<file path="src/rtl/ps2_paddle_keys.sv">
// PS/2 keyboard front end: synchronises and deglitches the PS/2 lines, deserialises set-2 frames
// and turns W/S/A/D and arrow make/break codes into held paddle flags. Optional watchdog: PS2_WATCHDOG_EN.
module ps2_paddle_keys #(
    parameter int FILTER_LEN     = 8,
    parameter int TIMEOUT_CYCLES = 20000
) (
    input  logic       clk,
    input  logic       reset,
    input  logic       ps2_clk,
    input  logic       ps2_data,
    output logic       p1_up,
    output logic       p1_down,
    output logic       p1_left,
    output logic       p1_right,
    output logic       p2_up,
    output logic       p2_down,
    output logic       p2_left,
    output logic       p2_right,
    output logic [7:0] scancode,
    output logic       scancode_valid,
    output logic       frame_err
);

    if (FILTER_LEN < 2 || FILTER_LEN > 255 || TIMEOUT_CYCLES < 1) begin : g_param_check
        $error("ps2_paddle_keys: parameter out of range");
    end

    typedef enum logic [1:0] {IDLE, DATA, PARITY, STOP} state_t;

    logic       clk_meta_reg, clk_sync_reg;
    logic       data_meta_reg, data_sync_reg;
    logic       filt_level_reg;
    logic [7:0] filt_cnt_reg;
    logic       fall;

    state_t     state_reg, state_next;
    logic [2:0] bit_cnt_reg, bit_cnt_next;
    logic [7:0] shift_reg, shift_next;
    logic       parity_reg, parity_next;
    logic [7:0] scancode_reg, scancode_next;
    logic       scancode_valid_reg, scancode_valid_next;
    logic       frame_err_reg, frame_err_next;
    logic       timeout;

    logic       brk_reg, ext_reg;
    logic [7:0] keys_reg;
    logic [7:0] key_sel;

    // Idle PS/2 lines sit high, so the synchronisers reset to 1 as well.
    always_ff @(posedge clk or negedge reset) begin
        if (!reset) begin
            clk_meta_reg  <= 1'b1;
            clk_sync_reg  <= 1'b1;
            data_meta_reg <= 1'b1;
            data_sync_reg <= 1'b1;
        end else begin
            clk_meta_reg  <= ps2_clk;
            clk_sync_reg  <= clk_meta_reg;
            data_meta_reg <= ps2_data;
            data_sync_reg <= data_meta_reg;
        end
    end

    // The level flips on the FILTER_LEN-th consecutive differing sample.
    assign fall = filt_level_reg && !clk_sync_reg && (filt_cnt_reg == 8'(FILTER_LEN - 1));

    always_ff @(posedge clk or negedge reset) begin
        if (!reset) begin
            filt_level_reg <= 1'b1;
            filt_cnt_reg   <= '0;
        end else if (clk_sync_reg == filt_level_reg) begin
            filt_cnt_reg <= '0;
        end else if (filt_cnt_reg == 8'(FILTER_LEN - 1)) begin
            filt_level_reg <= clk_sync_reg;
            filt_cnt_reg   <= '0;
        end else begin
            filt_cnt_reg <= filt_cnt_reg + 8'd1;
        end
    end

`ifdef PS2_WATCHDOG_EN
    localparam int WD_W = $clog2(TIMEOUT_CYCLES + 1);
    logic [WD_W-1:0] wd_cnt_reg;

    // A falling edge in the same cycle wins over an expiring watchdog.
    assign timeout = (state_reg != IDLE) && !fall && (wd_cnt_reg == WD_W'(TIMEOUT_CYCLES - 1));

    always_ff @(posedge clk or negedge reset) begin
        if (!reset) begin
            wd_cnt_reg <= '0;
        end else if (state_reg == IDLE || fall || timeout) begin
            wd_cnt_reg <= '0;
        end else begin
            wd_cnt_reg <= wd_cnt_reg + 1'b1;
        end
    end
`else
    assign timeout = 1'b0;
`endif

    always_ff @(posedge clk or negedge reset) begin
        if (!reset) begin
            state_reg          <= IDLE;
            bit_cnt_reg        <= '0;
            shift_reg          <= '0;
            parity_reg         <= 1'b0;
            scancode_reg       <= '0;
            scancode_valid_reg <= 1'b0;
            frame_err_reg      <= 1'b0;
        end else begin
            state_reg          <= state_next;
            bit_cnt_reg        <= bit_cnt_next;
            shift_reg          <= shift_next;
            parity_reg         <= parity_next;
            scancode_reg       <= scancode_next;
            scancode_valid_reg <= scancode_valid_next;
            frame_err_reg      <= frame_err_next;
        end
    end

    always_comb begin
        state_next          = state_reg;
        bit_cnt_next        = bit_cnt_reg;
        shift_next          = shift_reg;
        parity_next         = parity_reg;
        scancode_next       = scancode_reg;
        scancode_valid_next = 1'b0;
        frame_err_next      = 1'b0;
        case (state_reg)
            IDLE: begin
                if (fall && !data_sync_reg) begin
                    state_next   = DATA;
                    bit_cnt_next = '0;
                end
            end
            DATA: begin
                if (fall) begin
                    shift_next   = {data_sync_reg, shift_reg[7:1]};
                    bit_cnt_next = bit_cnt_reg + 3'd1;
                    if (bit_cnt_reg == 3'd7) begin
                        state_next = PARITY;
                    end
                end
            end
            PARITY: begin
                if (fall) begin
                    parity_next = data_sync_reg;
                    state_next  = STOP;
                end
            end
            STOP: begin
                if (fall) begin
                    if (data_sync_reg && (^{shift_reg, parity_reg})) begin
                        scancode_valid_next = 1'b1;
                        scancode_next       = shift_reg;
                    end else begin
                        frame_err_next = 1'b1;
                    end
                    state_next = IDLE;
                end
            end
            default: state_next = IDLE;
        endcase
        if (timeout) begin
            state_next     = IDLE;
            frame_err_next = 1'b1;
        end
    end

    // key_sel bit order: p1 up/down/left/right, then p2 up/down/left/right.
    always_comb begin
        key_sel = '0;
        case ({ext_reg, scancode_reg})
            9'h01D:  key_sel[0] = 1'b1;
            9'h01B:  key_sel[1] = 1'b1;
            9'h01C:  key_sel[2] = 1'b1;
            9'h023:  key_sel[3] = 1'b1;
            9'h175:  key_sel[4] = 1'b1;
            9'h172:  key_sel[5] = 1'b1;
            9'h16B:  key_sel[6] = 1'b1;
            9'h174:  key_sel[7] = 1'b1;
            default: key_sel = '0;
        endcase
    end

    always_ff @(posedge clk or negedge reset) begin
        if (!reset) begin
            brk_reg <= 1'b0;
            ext_reg <= 1'b0;
        end else if (frame_err_next) begin
            brk_reg <= 1'b0;
            ext_reg <= 1'b0;
        end else if (scancode_valid_reg) begin
            if (scancode_reg == 8'hF0) begin
                brk_reg <= 1'b1;
            end else if (scancode_reg == 8'hE0) begin
                ext_reg <= 1'b1;
            end else begin
                brk_reg <= 1'b0;
                ext_reg <= 1'b0;
            end
        end
    end

    for (genvar gi = 0; gi < 8; gi++) begin : g_key
        always_ff @(posedge clk or negedge reset) begin
            if (!reset) begin
                keys_reg[gi] <= 1'b0;
            end else if (scancode_valid_reg && key_sel[gi]) begin
                keys_reg[gi] <= !brk_reg;
            end
        end
    end

    assign p1_up          = keys_reg[0];
    assign p1_down        = keys_reg[1];
    assign p1_left        = keys_reg[2];
    assign p1_right       = keys_reg[3];
    assign p2_up          = keys_reg[4];
    assign p2_down        = keys_reg[5];
    assign p2_left        = keys_reg[6];
    assign p2_right       = keys_reg[7];
    assign scancode       = scancode_reg;
    assign scancode_valid = scancode_valid_reg;
    assign frame_err      = frame_err_reg;

endmodule
</file>
<file path="config.mk">
export PLATFORM = sky130hd
export DESIGN_NAME = ps2_paddle_keys
export DESIGN_NICKNAME = d
export VERILOG_FILES = /design/src/rtl/ps2_paddle_keys.sv
export SDC_FILE = /design/constraint.sdc
export NUM_CORES = 1
export LEC_CHECK = 0
export CORE_ASPECT_RATIO = 1.5
export CORE_UTILIZATION = 50
export DETAILED_ROUTE_END_ITERATION = 16
export PLACE_DENSITY_LB_ADDON = 0.2
export SLEW_MARGIN = 20
export SYNTH_ARGS = -nofsm -noshare
export SYNTH_HDL_FRONTEND = slang
export SYNTH_SLANG_ARGS = --single-unit
</file>
<file path="constraint.sdc">
create_clock -name clk -period 2.6 [get_ports clk]
set_input_delay 0.39 -clock clk [delete_from_list [all_inputs] [get_ports clk]]
set_output_delay 0.39 -clock clk [all_outputs]
set_load 0.1 [all_outputs]
</file>
; Word-level counts from Yosys, hierarchy flattened
; Cells that the tools add are included.
[word_totals]
regBits = 47
out_inout_bits = 18
[op_classes]
n_reduce_logical = 27
eq_ne = 23
bitwise_logic = 1
addsub = 2
mux = 33
[ops]
columns = cell, count
row1 = 9-bit equality test (second input constant), 4
row2 = 9-bit by 5-bit equality test with 1-bit output (second input constant), 3
row3 = 1-bit two-way mux, 22
row4 = 8-bit equality test (second input constant), 2
row5 = 8-bit two-way mux, 2
row6 = 1-bit logical AND, 12
row7 = 2-bit inequality test (second input constant), 6
row8 = 2-bit two-way mux, 5
row9 = 2-bit AND reduction, 5
row10 = 9-bit by 6-bit equality test with 1-bit output (second input constant), 1
row11 = 9-bit XOR reduction, 1
row12 = 8-bit by 1-bit adder with 8-bit output (second input constant), 1
row13 = 8-bit by 3-bit equality test with 1-bit output (second input constant), 1
row14 = 2-bit one-hot mux with 4 select lines, 1
row15 = 3-bit two-way mux, 2
row16 = 3-bit one-hot mux with 2 select lines, 1
row17 = 3-bit AND reduction, 2
row18 = 5-bit AND reduction, 1
row19 = 2-bit equality test (second input constant), 2
row20 = 2-bit nonzero test, 2
row21 = 3-bit by 1-bit adder with 3-bit output (second input constant), 1
row22 = 3-bit equality test (second input constant), 1
row23 = 1-bit zero test, 3
row24 = 3-bit inequality test (second input constant), 1
row25 = other kinds (4), 4

; Longest topological paths before layout
[logic_depth]
word_depth = 7
ltp_mapped = 7
depth_no_buf = 7

; Least setup slack after synthesis
; Ideal clock, no wire load.
[synth_path]
kind = reg2reg
from = register scancode_valid_reg, in the netlist scancode_valid
to = register keys_reg[0], in the netlist p1_up
synth_period_minus_slack_ps = 2359
arrival_time_ps = 2240
setup_slack_ps = 241
setup_time_ps = 120
n_path_buf = 0
required_time_ps = 2480
path_stages_with_launch = 5
cell_sequence = dfrtp_1 -> or4b_2 -> nor3b_1 -> nand3_1 -> a21o_1
[synth_via]
elab_chain_cells = 1
[synth_rtl]
columns = element, line
row1 = "start, declared", 41  ; logic scancode_valid_reg, scancode_valid_next;
row2 = "start signal, assigned", 116  ; scancode_valid_reg <= scancode_valid_next;
row3 = 1-bit logical AND, 209  ; end else if (scancode_valid_reg && key_sel[gi]) begin
row4 = "end signal, assigned by index", 210  ; keys_reg[gi] <= !brk_reg;
row5 = "end, declared", 46  ; logic [7:0] keys_reg;
; Every way passes these cells.
; A chain may end at the register's enable or synchronous reset.

; Worst setup path after layout
[layout_path]
from = register filt_cnt_reg[5]
to = register shift_reg[2]
[layout_via]
elab_chain_cells = 3
[layout_rtl]
columns = element, line
row1 = "start, declared", 33  ; logic [7:0] filt_cnt_reg;
row2 = "start signal, assigned", 77  ; filt_cnt_reg <= filt_cnt_reg + 8'd1;
row3 = 8-bit by 3-bit equality test with 1-bit output, 65  ; assign fall = filt_level_reg && !clk_sync_reg && (filt_cnt_reg == 8'(FILTER_LEN - 1));
row4 = 1-bit logical AND, 65
row5 = 2-bit AND reduction (no line), n/a
row6 = "end signal, assigned", 113  ; shift_reg <= shift_next;
row7 = "end, declared", 38  ; logic [7:0] shift_reg, shift_next;
; Every way passes these cells.

==> impl_metrics.ini <==
[status]
status = completed

[logic_synthesis]
syn_nets = 189
ys_seq_elements = 47
yosys_warnings = 0
synth.avg_cell_area_um2 = 12.20
synth_edf_count = 0
synth_cell_types = 40
synthCells = 176
async_flop_share_pct = 100.0
ys_seq_area_share_pct = 55.07
synthFlopType = dfrtp_1
syn_area_mm2 = 0.002147

[detailed_routing]
drtAntennaViolNets = 0
totalWireLength_um = 3925
drc = 0
viasPerCell = 5.649
vias = 1401
dr.pass1.iters = 3
wl_per_cell_um = 15.83
drt_iter0_drc = 32

[sta]
finalMaxSlewViolations = 0
hold-worst-slack_ns = 0.08528
relSlewSlack_pct = 61.55
fin_setup_tns_ns = 0
post-route-min-period_ns = 2.136
hold_viol = 0
final-setup-viol-count = 0
fmax_mhz = 468.1
min_period_over_period_pct = 82.16
finalClockSkew_ns = 0.006847
grt_setup_unrepaired = no
tightest_slew_ns = 0.5768

[floorplanning]
rows = 28
dieArea_mm2 = 0.004566
die_h_um = 82.26
initial_utilization_pct = 53.29
core_mm2 = 0.004029
die-width_um = 55.51
pin_count = 22

[run]
drv_cap = 0

[cts]
h-tree-depth = 2
postCtsSetupBuffers = 0
path_clk_slew_ns = 0.08
cts_buffers = 5
clk_latency_ns = 0.30
hold_buffers = 0
clock-sinks = 47
cts_resized = 0
root_buffer = clkbuf_8
tritoncts = yes
cts_buffer_depth = 2

[placed_design]
hpwlAfterDp_um = 2924
gp_congestion = 0.8631
io_buffer_count = 21

[global_route]
grt_usage_pct = 19.09
use_met2_pct = 39.40
grt_max_degree = 48
met3_usage_pct = 3.894
busiest_layer = met2
first_global_vias = 1475
antenna_found_initial = 0
use_met1_pct = 17.50
grt_pass1_wl_um = 6624
grt_overflow = 0

[layout]
layout_common_cells = dfrtp_1, mux2_2, buf_4, nor2_1, nand2_1
layout_commonest_cell = dfrtp_1
nNetsFinal = 215
num_antenna_cells = 0
area_growth_pct = 14.69
drive_gt1_share_pct = 29.06

[worst_setup_path]
end_kind = register
path_max_fanout = 9
worstSetupPathType = reg2reg
startpoint = filt_cnt_reg[5]$_DFF_PN0_
start_kind = register
worstReg2RegStart = filt_cnt_reg[5]$_DFF_PN0_
crit_required_ns = 2.79
cp.arrival_ns = 2.32

[pwr]
vdd_drop_max_mv = 0.5354
power.density_mw_per_mm2 = 606.8
p_leak_uw = 0.001255

[hold_path]
hp-class = in2async
==> cells in the mapped netlist, types with 2 or more instances <==
cell type | n | area share [%]
xnor2_1 | 8 | 3.3
and3_1 | 3 | 0.87
a22o_1 | 2 | 0.82
nand3_1 | 6 | 1.4
o21ai_0 | 7 | 1.6
o41ai_1 | 2 | 0.82
nor2_1 | 17 | 3.0
a21o_1 | 4 | 1.4
ha_1 | 9 | 5.2
dfrtp_1 | 42 | 49
o31ai_1 | 2 | 0.70
nand2_1 | 15 | 2.6
dfstp_2 | 5 | 6.1
mux2_2 | 19 | 10
inv_1 | 7 | 1.2
xor2_1 | 4 | 1.6
==> final cells by class <==
cell class | count | area (um2)
inverters | 7 | 26.28
flip-flops and latches | 47 | 1182
multi-input cells | 120 | 930.9
well taps | 45 | 56.30
clock buffers | 7 | 96.34
repair buffers | 21 | 162.7
clock inverters | 1 | 7.507
fillers | 338 | 1567
==> logic make-up after synthesis <==
group	synth area share [%]
buffers and inverters	1.573
flip-flops	55.07
multiplexers	10.43
AND/OR/NAND/NOR	14.86
XOR/XNOR	5.944
AO/OA/AOI/OAI	6.876
adder cells (fa/ha/maj)	5.245
==> critical path: stages (launching register included) <==
cell	delay, ns
dfrtp_1	0.43
or4_4	0.55
nor4_4	0.45
nand2_2	0.25
mux2_2	0.33
==> per-layer routing <==
layer	vias to the layer above	share of wire [%]
li1	668	-
met1	703	39
met2	25	57
met3	5	2.5
met4	0	1.7
met5	-	0
==> power by group <==
part / total, uW / internal (uW) / leakage [uW] / switching, uW
Sequential: 804 / 772 / 0.000634 / 32.8
Combinational: 209 / 80.9 / 0.000571 / 128
Clock: 481 / 242 / 0.0000505 / 239
Total: 1490 / 1090 / 0.00126 / 400
==> final timing paths <==
kind                                                   to  slack (ns)  cells past startpoint
worst min-delay path                  p1_left$_DFFE_PN0P_        0.09                      1
worst max register to register   shift_reg[2]$_DFFE_PN0P_        0.46                      4
worst max-delay path             shift_reg[2]$_DFFE_PN0P_        0.46                      4
min in group clk                   clk_sync_reg$_DFF_PN1_        0.36                      0
worst min register to register     clk_sync_reg$_DFF_PN1_        0.36                      0
max in group asynchronous       filt_cnt_reg[4]$_DFF_PN0_        2.13                      1
==> metrics by stage <==
stage | total power, uW | util (%) | cells | worst slack [ns] | area, um2
6_report | 1494 | 61.12 | 248 | 0.4639 | 2462
3_3_place_gp | 1001 | 58.48 | 240 | 0.5405 | 2356
4_1_cts | 1510 | 61.06 | 248 | 0.4593 | 2460
5_1_grt | 1568 | 61.12 | 248 | 0.3681 | 2462
2_1_floorplan | 960.1 | - | 176 | 0.2408 | 2147
3_5_place_dp | 1028 | 58.48 | 240 | 0.4596 | 2356
No activity file was read; power rests on OpenSTA's default activity.
